<file path="src/rtl/sar_search.sv">
// Successive-approximation controller: binary-searches the target held on the
// opposite operand of a G/L/E comparator, MSB first, then verifies the result.
module sar_search #(
  parameter int WIDTH = 5,
  parameter int IDX_W = 3
) (
  input  logic             clk,
  input  logic             rst,
  input  logic             start,
  input  logic             cmp_g,
  input  logic             cmp_l,
  input  logic             cmp_e,
  output logic [WIDTH-1:0] trial,
  output logic             busy,
  output logic             done,
  output logic [WIDTH-1:0] result,
  output logic             found,
  output logic             err
);

  typedef enum logic [1:0] {IDLE, TEST, VERIFY} state_t;

  state_t           state, state_n;
  logic [IDX_W-1:0] idx, idx_n;
  logic [WIDTH-1:0] trial_n, result_n;
  logic             acc, acc_n;
  logic             done_n, found_n, err_n;
  logic             keep, bad;

  // A bit survives unless the comparator says the target is below the trial;
  // bad flags any sample that is not exactly one-hot.
  assign keep = cmp_g | cmp_e;
  assign bad  = ~((cmp_g ^ cmp_l ^ cmp_e) & ~(cmp_g & cmp_l & cmp_e));
  assign busy = (state != IDLE);

  always_comb begin
    state_n  = state;
    idx_n    = idx;
    trial_n  = trial;
    acc_n    = acc;
    result_n = result;
    found_n  = found;
    err_n    = err;
    done_n   = 1'b0;
    case (state)
      IDLE: begin
        trial_n = '0;
        if (start) begin
          state_n          = TEST;
          idx_n            = IDX_W'(WIDTH - 1);
          trial_n[WIDTH-1] = 1'b1;
          acc_n            = 1'b0;
        end
      end
      TEST: begin
        acc_n        = acc | bad;
        trial_n[idx] = keep;
        if (idx != '0) begin
          trial_n[idx - 1'b1] = 1'b1;
          idx_n               = idx - 1'b1;
        end else begin
          state_n = VERIFY;
        end
      end
      VERIFY: begin
        result_n = trial;
        found_n  = cmp_e;
        err_n    = acc | bad;
        done_n   = 1'b1;
        trial_n  = '0;
        state_n  = IDLE;
      end
      default: begin
        state_n = IDLE;
        trial_n = '0;
      end
    endcase
  end

  always_ff @(posedge clk or posedge rst) begin
    if (rst) begin
      state  <= IDLE;
      idx    <= '0;
      trial  <= '0;
      acc    <= 1'b0;
      result <= '0;
      found  <= 1'b0;
      err    <= 1'b0;
      done   <= 1'b0;
    end else begin
      state  <= state_n;
      idx    <= idx_n;
      trial  <= trial_n;
      acc    <= acc_n;
      result <= result_n;
      found  <= found_n;
      err    <= err_n;
      done   <= done_n;
    end
  end

endmodule

</file>
<file path="config.mk">
export PLATFORM = sky130hd
export DESIGN_NAME = sar_search
export DESIGN_NICKNAME = d
export VERILOG_FILES = /design/src/rtl/sar_search.sv
export SDC_FILE = /design/constraint.sdc
export NUM_CORES = 1
export LEC_CHECK = 0
export ABC_AREA = 1
export CAP_MARGIN = 20
export CORE_UTILIZATION = 49
export DETAILED_ROUTE_END_ITERATION = 8
export GPL_TIMING_DRIVEN = 1
export PLACE_DENSITY = 0.84
export SYNTH_ARGS = -nofsm -noshare
export SYNTH_HDL_FRONTEND = slang
export SYNTH_SLANG_ARGS = --single-unit
</file>
<file path="constraint.sdc">
create_clock -name clk -period 1.8 [get_ports clk]
set_clock_uncertainty 0.1 [all_clocks]
set_input_delay 0.36 -clock clk [delete_from_list [all_inputs] [get_ports clk]]
set_output_delay 0.36 -clock clk [all_outputs]
set_load 0.05 [all_outputs]
</file>
After elaboration in Yosys (flattened, before gate mapping)
Cells that the tools add are included.

word-level totals
  memories = 0
  memory bits (writable) = 0
  bits in latches = 0
  logic and storage cells = 54
  flip-flop bits (word level) = 19
  memory bits (read-only) = 0

operators by class
  divide/modulo/power cells = 0
  add/sub/neg operators = 1
  reduce and logical (&&, ||, !) cells = 9
  equality and inequality tests = 5
  shift operators = 0
  magnitude comparators = 4
  bitwise logic cells = 10
  multipliers = 0
  mux-type cells = 17

operators with widths
  kind                   count
  $pmux W5 S2            1
  $lt A3 B4 Y1 const B   2
  $demux W1 S3           2
  $ge A3 B1 Y1 const B   2
  $mux W3                2
  $ne A2 B2 Y1 const B   3
  $pmux W3 S2            1
  $bwmux W5              1
  $mux W1                5
  $mux W5                1
  $or A5 B5 Y5           1
  $mux W2                2
  $pmux W2 S2            1
  $reduce_and A2 Y1      2
  $reduce_bool A2 Y1     2
  $and A1 B1 Y1          3
  $reduce_and A3 Y1      1
  $reduce_bool A3 Y1     1
  $sub A3 B1 Y3 const B  1
  $eq A2 B1 Y1 const B   1
  $eq A2 B2 Y1 const B   1
  $logic_and A1 B1 Y1    2
  $logic_not A2 Y1       1
  $not A1 Y1             2
  other kinds (3)        5

Logic depth before layout (Yosys ltp)
Gate-level depths: netlist of run 1.

  depth after elaboration = 8
  gate-level depth with buffers = 9
  gate-level depth less buffers = 9

Worst setup path after synthesis of run 1
OpenSTA, ideal clock, no wires.

  path type = reg-to-reg
  from = register idx[0]
  to = register trial[3]
  buffers on the path = 0
  cell stages (with the launch flop) = 10
  setup slack = 0.246 ns
  period minus slack after synthesis = 1.554 ns
  arrival time = 1.383 ns
  cells stage by stage = dfrtp_1 inv_2 ha_1 ha_1 inv_2 nor2_1 nand3_1 nand2_1 nor2_1 nor2_1

between the ends
  longest elaborated chain between the ends = 8
  elaborated cells on any way between the ends = 16
  classes of those cells = add/sub: 1; order compare: 4; mux: 7; bitwise: 1; reduce/logical: 3

RTL lines
  what                                                                         RTL line  source
  start, declared                                                              24        logic [IDX_W-1:0] idx, idx_n;
  start signal, assigned                                                       92        idx <= idx_n;
  $sub A3 B1 Y3, or another cell as far along                                  59        trial_n[idx - 1'b1] = 1'b1;
  $lt A3 B4 Y1 (implied by the code), or another cell as far along             59
  $logic_and A1 B1 Y1 (implied by the code) / $mux W1 (equally long branches)  59, 57
  $mux W1 (implied by the code) / $demux W1 S3 (equally long branches)         59, 57
  $demux W1 S3 / $bwmux W5 (equally long branches)                             59, 57
  $or A5 B5 Y5 (no source line)                                                -
  $mux W5 (*)                                                                  58        if (idx != '0) begin
  $pmux W5 S2 (*)                                                              45        case (state)
  named net trial_n[3]                                                         25        logic [WIDTH-1:0] trial_n, result_n;
  end signal, assigned                                                         93        trial <= trial_n;
  end, declared                                                                13        output logic [WIDTH-1:0] trial,

Mark *: on every way through the listed nets, which the timed path passes. The rest lies on a longest branch.
A chain may end at the register's enable or synchronous reset.

Final worst setup path of run 1
  from = register state[1]
  to = output port busy

between the ends
  longest elaborated chain between the ends = 1

RTL lines
  what                    RTL line  source
  start, declared         23        state_t state, state_n;
  start signal, assigned  91        state <= state_n;
  $reduce_bool A2 Y1      34        assign busy = (state != IDLE);
  end, declared           14        output logic busy,

No other way between the ends.

==> run summary, run 1 <==
The element type at the critical path end was an output pin. For the worst setup path, the data arrival time is 1.14 ns. Count of buffers inserted at the top-level ports: 19. The final hold slack was 0.2655 ns; the relative max-transition margin was 83.77%.

Of the total power, the share spent switching nets is 52.15%. The wire-length estimate of the detail-placed layout is 1.438 mm. The clock network power share is 8.2%. The proportion of layout cells with a drive suffix above 1 was 28.28%. The run gives 3.529% as the met3 layer usage reported by global route. The run gives 0 as the total overflow reported by the global router. The logs give 1 for the maximum level of the CTS H-tree and 1361 uW for the power spent charging and discharging nets. The number of hold buffers added after CTS was 0.

The tools report the root cell of the clock tree as sky130_fd_sc_hd__clkbuf_4. The logs give 54.03% for the initial core utilization and 2 for the number of buffers on the longest clock path. Number of hold violations in the final report: 0.

The worst IR drop on VDD is 1.220 mV, and the met2 demand-to-capacity share in global routing is 29.17%. In this run the mean area of a mapped cell was 8.249 um^2. TritonCTS built the clock tree.

For the final routed database, the setup TNS stands at 0 ns. The number of antenna diodes in the final layout is 0. The floorplan step set the die width to 46.57 um.

The count of placed standard cells in the final layout, fillers left out was 170; the number of antenna violations at the first check in global routing was 0. The first global-routing pass estimated 2.870 mm of wire. When the netlist entered floorplanning its net count stood at 127.

The later-pin clock latency in the skew report is 0.30 ns. Wires add up to 1.813 mm. The combined area of all synthesized cells is 973.4 um^2. The clock-pin slew on the worst setup and hold paths came out at 0.10 ns. From bottom edge to top edge, the die measures 46.57 um. The run gives 0 as the number of warnings printed during yosys synthesis. STA classifies the critical path startpoint as a register. The initialized floorplan defines 15 standard-cell rows. The final number of max-transition violations is 0, and the post-route DRC violation count is 0. In the finished design, the share of the clock period the worst path needs comes to 88.80%. The number of placed instances, taps included, is 165. The tools report the endpoint required time on the critical path as 1.34 ns.

The tools report the DRC marker count from the first detailed-route iteration as 4. The routability congestion estimate came out at 0.8640. The synthesized design contains 19 register bits. The placeable core region is 1802 um^2. The number of nets in the layout is 155, and the number of distinct library cells after synthesis is 17. For the maximum number of pins on one net before global-route repair, the log shows 20. The tools report the antenna violation net count after detailed routing as 0.

During I/O placement, the number of pins put on the boundary was 20. Internal power consumption: 1249 uW. Using the TritonRoute via totals, the vias-per-cell ratio works out to 4.894. The most utilized layer in the global route result is met2.

The flow ran to the end, and the final reports show no timing, DRC or antenna violations. The cell leakage power is 0.0006738 uW, and the utilization after layout is 68.19%. The minimum setup slack among reg-to-reg paths was 0.23 ns. Max-cap violations in this run came to 0. For this run, the detailed router's first-pass iteration total came to 4. The die covers 2169 um^2. The growth of design area from synthesis to finish is 26.22%, and the total power per unit cell area is 2124 nW/um^2. Subtracting the final worst setup slack from the clock period gives 1.598 ns. In this run, the combinational gates consume 64.1% of the power. The number of global-route vias before repair is 645, and the maximum operating frequency is 0.6256 GHz.

Setup violations remaining at the end of the flow were counted as 0. The number of clock buffers added by TritonCTS is 3. Sequential cells burn 27.7% of the power. Setup repair after global routing left no endpoint under its margin. The tightest min-delay check is of the primary input to asynchronous set/reset pin type. The slew at the pin with the worst max-slew slack was 0.2429 ns. The path type of the worst setup path is register to output pin. The clock drives 19 sinks.

The instance count of the mapped netlist was 118. Of all nets on the critical path, the largest fanout is 3. For the sequential element share of the synthesized area, the log shows 48.84%. After detailed routing, the average wire length per cell comes to 10.66 um. Global routing used 19.12% of the available tracks. The design draws 2609 uW. The tools report the met1 layer usage reported by global route as 25.92%.

The routed layout has 832 vias.
synthesized netlist by cell type:
library cell	number	area, um^2
sky130_fd_sc_hd__ha_1	3	37.54
sky130_fd_sc_hd__nor2_2	1	6.260
sky130_fd_sc_hd__nor2_8	1	20.02
sky130_fd_sc_hd__nand3_2	2	20.02
sky130_fd_sc_hd__nand3_1	13	65.06
sky130_fd_sc_hd__nor2_4	1	11.26
sky130_fd_sc_hd__dfrtp_1	19	475.5
sky130_fd_sc_hd__nor2_1	9	33.78
sky130_fd_sc_hd__o21ai_2	4	35.03
sky130_fd_sc_hd__inv_2	7	26.28
sky130_fd_sc_hd__nand2_1	41	153.9
sky130_fd_sc_hd__inv_1	9	33.78
sky130_fd_sc_hd__a21oi_1	2	10.01
sky130_fd_sc_hd__nand2_2	1	6.260
sky130_fd_sc_hd__nand2_4	2	22.52
sky130_fd_sc_hd__o21ai_1	2	10.01
sky130_fd_sc_hd__inv_4	1	6.260
power groups by stage:
stage                     sequential [uW]  clock (uW)  combinational [uW]
after floorplan                      1100           0                 850
after global placement                732           0                1620
after detailed placement              738           0                1660
after CTS                             728         218                1670
after global routing                  742         240                1820
final                                 722         213                1670
critical path, cell delays in order, from the launching register on:
cell,delay (ns)
sky130_fd_sc_hd__dfrtp_1,0.46
sky130_fd_sc_hd__inv_2,0.13
sky130_fd_sc_hd__nand2_1,0.10
sky130_fd_sc_hd__buf_12,0.16
logic make-up (layout without fill, tap and decap cells):
| family | Yosys count | count (layout) | synth area share (%) |
|---|---|---|---|
| compound gates | 8 | 8 | 5.655 |
| buf+inv | 17 | 44 | 6.813 |
| flops | 19 | 19 | 48.84 |
| fa+ha+maj | 3 | 3 | 3.856 |
| simple gates | 71 | 71 | 34.83 |
per-stage QoR:
step	setup slack (ns)	instance area (um^2)
6_report	0.2016	1229
5_1_grt	0.1088	1229
4_1_cts	0.1188	1221
3_5_place_dp	0.1173	1195
3_3_place_gp	0.1764	1195
2_1_floorplan	0.2462	973.4
cells in the final DEF (no fill, tap or decap):
cell type,instances
sky130_fd_sc_hd__nand3_2,2
sky130_fd_sc_hd__nand2_2,1
sky130_fd_sc_hd__nor2_1,9
sky130_fd_sc_hd__nor2_8,1
sky130_fd_sc_hd__clkbuf_1,1
sky130_fd_sc_hd__o21ai_2,4
sky130_fd_sc_hd__ha_1,3
sky130_fd_sc_hd__o21ai_1,2
sky130_fd_sc_hd__a21oi_1,2
sky130_fd_sc_hd__nor2_4,1
sky130_fd_sc_hd__buf_4,17
sky130_fd_sc_hd__nand2_1,41
sky130_fd_sc_hd__dfrtp_1,19
sky130_fd_sc_hd__inv_1,9
sky130_fd_sc_hd__nand2_4,2
sky130_fd_sc_hd__buf_12,1
sky130_fd_sc_hd__clkbuf_4,3
sky130_fd_sc_hd__inv_4,1
sky130_fd_sc_hd__nor2_2,1
sky130_fd_sc_hd__clkdlybuf4s50_1,5
sky130_fd_sc_hd__inv_2,7
sky130_fd_sc_hd__nand3_1,13
layout make-up:
cell class	instances	area, um^2
Inverter	17	66.31
Multi-Input combinational cell	82	431.7
Fill cell	143	573.1
Tap cell	25	31.28
Timing Repair Buffer	23	197.7
Sequential cell	19	475.5
Clock buffer	4	26.28
sequential cells by signal (all words and copies together), names as in the netlist:
signal  flops
found       1
err         1
acc         1
result      5
state       2
done        1
trial       5
idx         3
final timing paths:
| check | start | endpoint | cells past startpoint |
|---|---|---|---|
| worst max-delay path | state[1] | busy | 3 |
| worst min register to register | result[3] | result[3] | 2 |
| worst max register to register | idx[1] | trial[3] | 9 |
| max in group asynchronous | rst | idx[1] | 3 |
| worst min-delay path | rst | err | 3 |
| min in group clk | result[3] | result[3] | 2 |
layer usage:
metal | vias to the layer above | share of wire (%) | routed length (um)
li1 | 431 | - | -
met1 | 381 | 48 | 878
met2 | 15 | 46 | 836
met3 | 5 | 3.5 | 63
met4 | 0 | 2.0 | 36
met5 | - | 0 | 0
what timing repair did:
action / 4_1_cts / 5_1_grt
endpoints found under the setup margin: 0 / 1
endpoints found under the hold margin: 0 / 0
resized for setup: 0 / 0
setup buffers: 0 / 1
Note: power is estimated with default switching activity, not from simulation.
==> run 2, diff against run 1 <==
--- a/config.mk
+++ b/config.mk
@@ -9,6 +9,7 @@
 export CAP_MARGIN = 20
-export CORE_UTILIZATION = 49
+export CORE_UTILIZATION = 52
+export CTS_BUF_LIST = sky130_fd_sc_hd__clkbuf_8
 export DETAILED_ROUTE_END_ITERATION = 8
 export GPL_TIMING_DRIVEN = 1
-export PLACE_DENSITY = 0.84
+export PLACE_DENSITY = 0.88
 export SYNTH_ARGS = -nofsm -noshare
--- a/constraint.sdc
+++ b/constraint.sdc
@@ -4,2 +4,2 @@
 set_output_delay 0.36 -clock clk [all_outputs]
-set_load 0.05 [all_outputs]
+set_load 0.01 [all_outputs]
==> run 2 against run 1 <==
Net effect: die area decreased by 5.5%; hold slack gained 0.052 ns; via count grew 3.7%; count of clock-buffer cells in the layout decreased by 1; sequential share of layout area fell by 1.7 points; cell area grew 4.9%; highest routed layer unchanged; global-route usage up 4.7 points; flip-flop and latch count is the same; clock power up 38%; first-iteration DRC count increased to 4.8 times the previous value.
==> run summary, run 2 (synthesized netlist as in run 1, its figures left out) <==
The biggest cell delay along the critical path is 0.55 ns (was 0.46 ns). The element type at the critical path end was an output pin (unchanged). The clock-pin slew on the worst setup and hold paths was 0.07 ns (was 0.10 ns). For the clock network power share, the log shows 12.3% (was 8.2%).

The run gives 0.0006760 uW (was 0.0006738 uW) as the cell leakage power. Placeable core region: 1745 um^2 (was 1802 um^2). The portion of total power attributed to combinational logic came out at 57.5% (was 64.1%). The growth of design area from synthesis to finish works out to 32.39% (was 26.22%).

The power spent charging and discharging nets came out at 1045 uW (was 1361 uW). The total overflow reported by the global router came out at 0 (unchanged). The run gives 55.77% (was 54.03%) as the initial core utilization. The logs give 3.429 mm (was 2.870 mm) for the global-route wire length before repair and 23.80% (was 19.12%) for the global routing usage summed across all routing layers. The run gives 73.84% (was 68.19%) as the utilization after layout. The tools report the number of fill cells in the layout as 131 (was 143).

The relative max-transition margin came out at 84.06% (was 83.77%). Top Registers: result x5, trial x5, idx x3 (unchanged). Number of nets in the layout: 157 (was 155).

For the endpoint required time on the critical path, the log shows 1.34 ns (about the same). The number of clock sinks seen by CTS came out at 19 (unchanged). The post-route DRC violation count was 0 (unchanged).

The root cell of the clock tree is sky130_fd_sc_hd__clkbuf_8 (was sky130_fd_sc_hd__clkbuf_4). DRC marker count from the first detailed-route iteration: 19 (was 4). The via count normalized by instance count came out at 5.017 (was 4.894). Final number of max-transition violations: 0 (unchanged). Ordered list of cells on the worst path: clkdlybuf4s50_1 (was inv_2 -> nand2_1 -> buf_12). The vertical extent of the die works out to 45.27 um (was 46.57 um).

The number of core rows was 15 (unchanged); the share of the clock period used by the worst path after layout was 92.63% (was 88.80%). The run gives 0.26 ns (was 0.30 ns) as the later-pin clock latency in the skew report. The number of buffers and inverters on the critical path is 1 (was 2). The post-route standard cell area excluding fillers is 1289 um^2 (was 1229 um^2). The maximum level of the CTS H-tree was 1 (unchanged). Setup repair after global routing left no endpoint under its margin. Width of the chip: 45.27 um (was 46.57 um). The number of antenna violations at the first check in global routing was 0 (unchanged). Clock buffer count from CTS: 3 (unchanged). TritonCTS built the clock tree.

For the final sum of negative setup slack, the log shows 0 ns (unchanged). The number of buffers on the longest clock path was 2 (unchanged); the arrival time at the worst endpoint was 1.21 ns (was 1.14 ns). The class of the worst hold path is primary input to asynchronous set/reset pin (unchanged). The routability congestion estimate is 0.9134 (was 0.8640), and the count of buffers inserted at the top-level ports is 19 (unchanged). The tools report the number of top-level pins as 20 (unchanged). The tools report the number of endpoints failing setup at the final stage as 0 (unchanged). The maximum operating frequency is 0.5998 GHz (was 0.6256 GHz).

The post-placement cell area came out at 1217 um^2 (was 1195 um^2). Slew at the pin with the worst max-slew slack: 0.2392 ns (was 0.2429 ns). The path type of the worst setup path is register to output pin (unchanged). Type of element launching the critical path: a register (unchanged). The sequential fraction of design power came out at 30.2% (was 27.7%). The commonest non-fill, non-tap cell in the layout is sky130_fd_sc_hd__nand2_1 (unchanged).

Count of cells along the worst register-to-register path: 9 (unchanged). The run finished with clean final reports. The switching portion of total power is 43.60% (was 52.15%). The post-cts hold buffer count was 0 (unchanged). For the routed via count, the log shows 863 (was 832).

The tools report the total die area as 2049 um^2 (was 2169 um^2). The run gives 1351 uW (was 1249 uW) as the internal power consumption. The number of global-route vias before repair is 795 (was 645). The kind of cell adding the most delay to the critical path was buffers and inverters (was flip-flops). The maximum number of pins on one net before global-route repair was 20 (unchanged); the largest driver fanout on the critical path was 3 (unchanged). The proportion of layout cells with a drive suffix above 1 works out to 20.41% (was 28.28%). The tools report the total iterations of the first detailed-routing run as 4 (unchanged). The post-layout minimum cycle time is 1.667 ns (was 1.598 ns). The post-place setup slack is 0.09047 ns (was 0.1173 ns).

The logic depth of the worst setup path including buffers works out to 1 (was 3). Number of antenna repair diodes: 0 (unchanged). The run gives 0 (unchanged) as the antenna violation net count after detailed routing. The cell with the largest stage delay on the worst path was sky130_fd_sc_hd__clkdlybuf4s50_1 (was sky130_fd_sc_hd__dfrtp_1).

The routed wirelength normalized by instance count is 12.05 um (was 10.66 um), and the number of hold violations in the final report is 0 (unchanged). The total power is 2396 uW (was 2609 uW), and the number of maximum-capacitance constraint violations is 0 (unchanged). The setup slack of the critical path after layout is 0.1327 ns (was 0.2016 ns), and the total power per unit cell area is 1859 nW/um^2 (was 2124 nW/um^2). Most frequent cells in the layout: sky130_fd_sc_hd__nand2_1 (41), sky130_fd_sc_hd__dfrtp_1 (18), sky130_fd_sc_hd__clkdlybuf4s50_1 (18) (was sky130_fd_sc_hd__nand2_1 (41), sky130_fd_sc_hd__dfrtp_1 (19), sky130_fd_sc_hd__buf_4 (17)). The run gives 1.299 mV (was 1.220 mV) as the worst IR drop on VDD. The run gives 2.073 mm (was 1.813 mm) as the post-detailed-routing wire length.

The detailed placement HPWL was 1.535 mm (was 1.438 mm).
run 2: cell types whose count changed in the layout (fill, tap and decap cells not counted), sizes merged:
cell,before,now
clkdlybuf4s50,5,18
buf,18,6
clkbuf,4,3
dlymetal6s2s,0,1
inv,17,18
run 2: tightest hold or removal path, cell delays in order:
cell and delay, ns:
sky130_fd_sc_hd__clkdlybuf4s50_1 0.40, sky130_fd_sc_hd__inv_1 0.05, sky130_fd_sc_hd__buf_4 0.25
run 2: worst paths after layout:
check / slack, ns / start / end
max: 0.13 / trial[0] / trial[0]
min: 0.32 / rst / err
max reg2reg: 0.14 / idx[1] / trial[3]
min reg2reg: 0.37 / result[0] / result[0]
max in group asynchronous: 1.07 / rst / state[1]
min in group clk: 0.37 / result[0] / result[0]
run 2: power by group through the flow:
stage	Clock (uW)	Sequential (uW)	Combinational, uW
floorplan	0	783	805
global placement	0	730	1250
detailed placement	0	741	1310
CTS	300	718	1370
global route	324	737	1530
finish	295	724	1380
run 2: timing repair:
action,in CTS,in global routing
gates resized for setup,1,1
setup buffers,2,1
pin swaps,0,0
setup endpoints to repair,1,1
run 2: final cells by class:
type | instances | area (um^2) | area share, %
flip-flops and latches | 19 | 476.7 | 36.99
repair buffers | 25 | 237.7 | 18.45
inverters | 17 | 66.31 | 5.146
clock inverters | 1 | 3.754 | 0.2913
clock buffers | 3 | 41.29 | 3.204
multi-input cells | 82 | 431.7 | 33.50
well taps | 25 | 31.28 | 2.427
run 2: layer usage:
metal  vias up  GRT usage [%]  wire length (um)
li1        424              -                 -
met1       405          27.69               866
met2        29          41.74              1080
met3         5          3.600                83
met4         0          12.73                42
met5         -              0                 0
run 2: per-stage QoR:
| step | cells | hold WS [ns] |
|---|---|---|
| after global routing | 172 | 0.3380 |
| final | 172 | 0.3178 |
| after CTS | 171 | 0.3282 |
| after detailed placement | 165 | 0.3576 |
| after floorplan | 118 | 0.2111 |
| after global placement | 165 | 0.3537 |
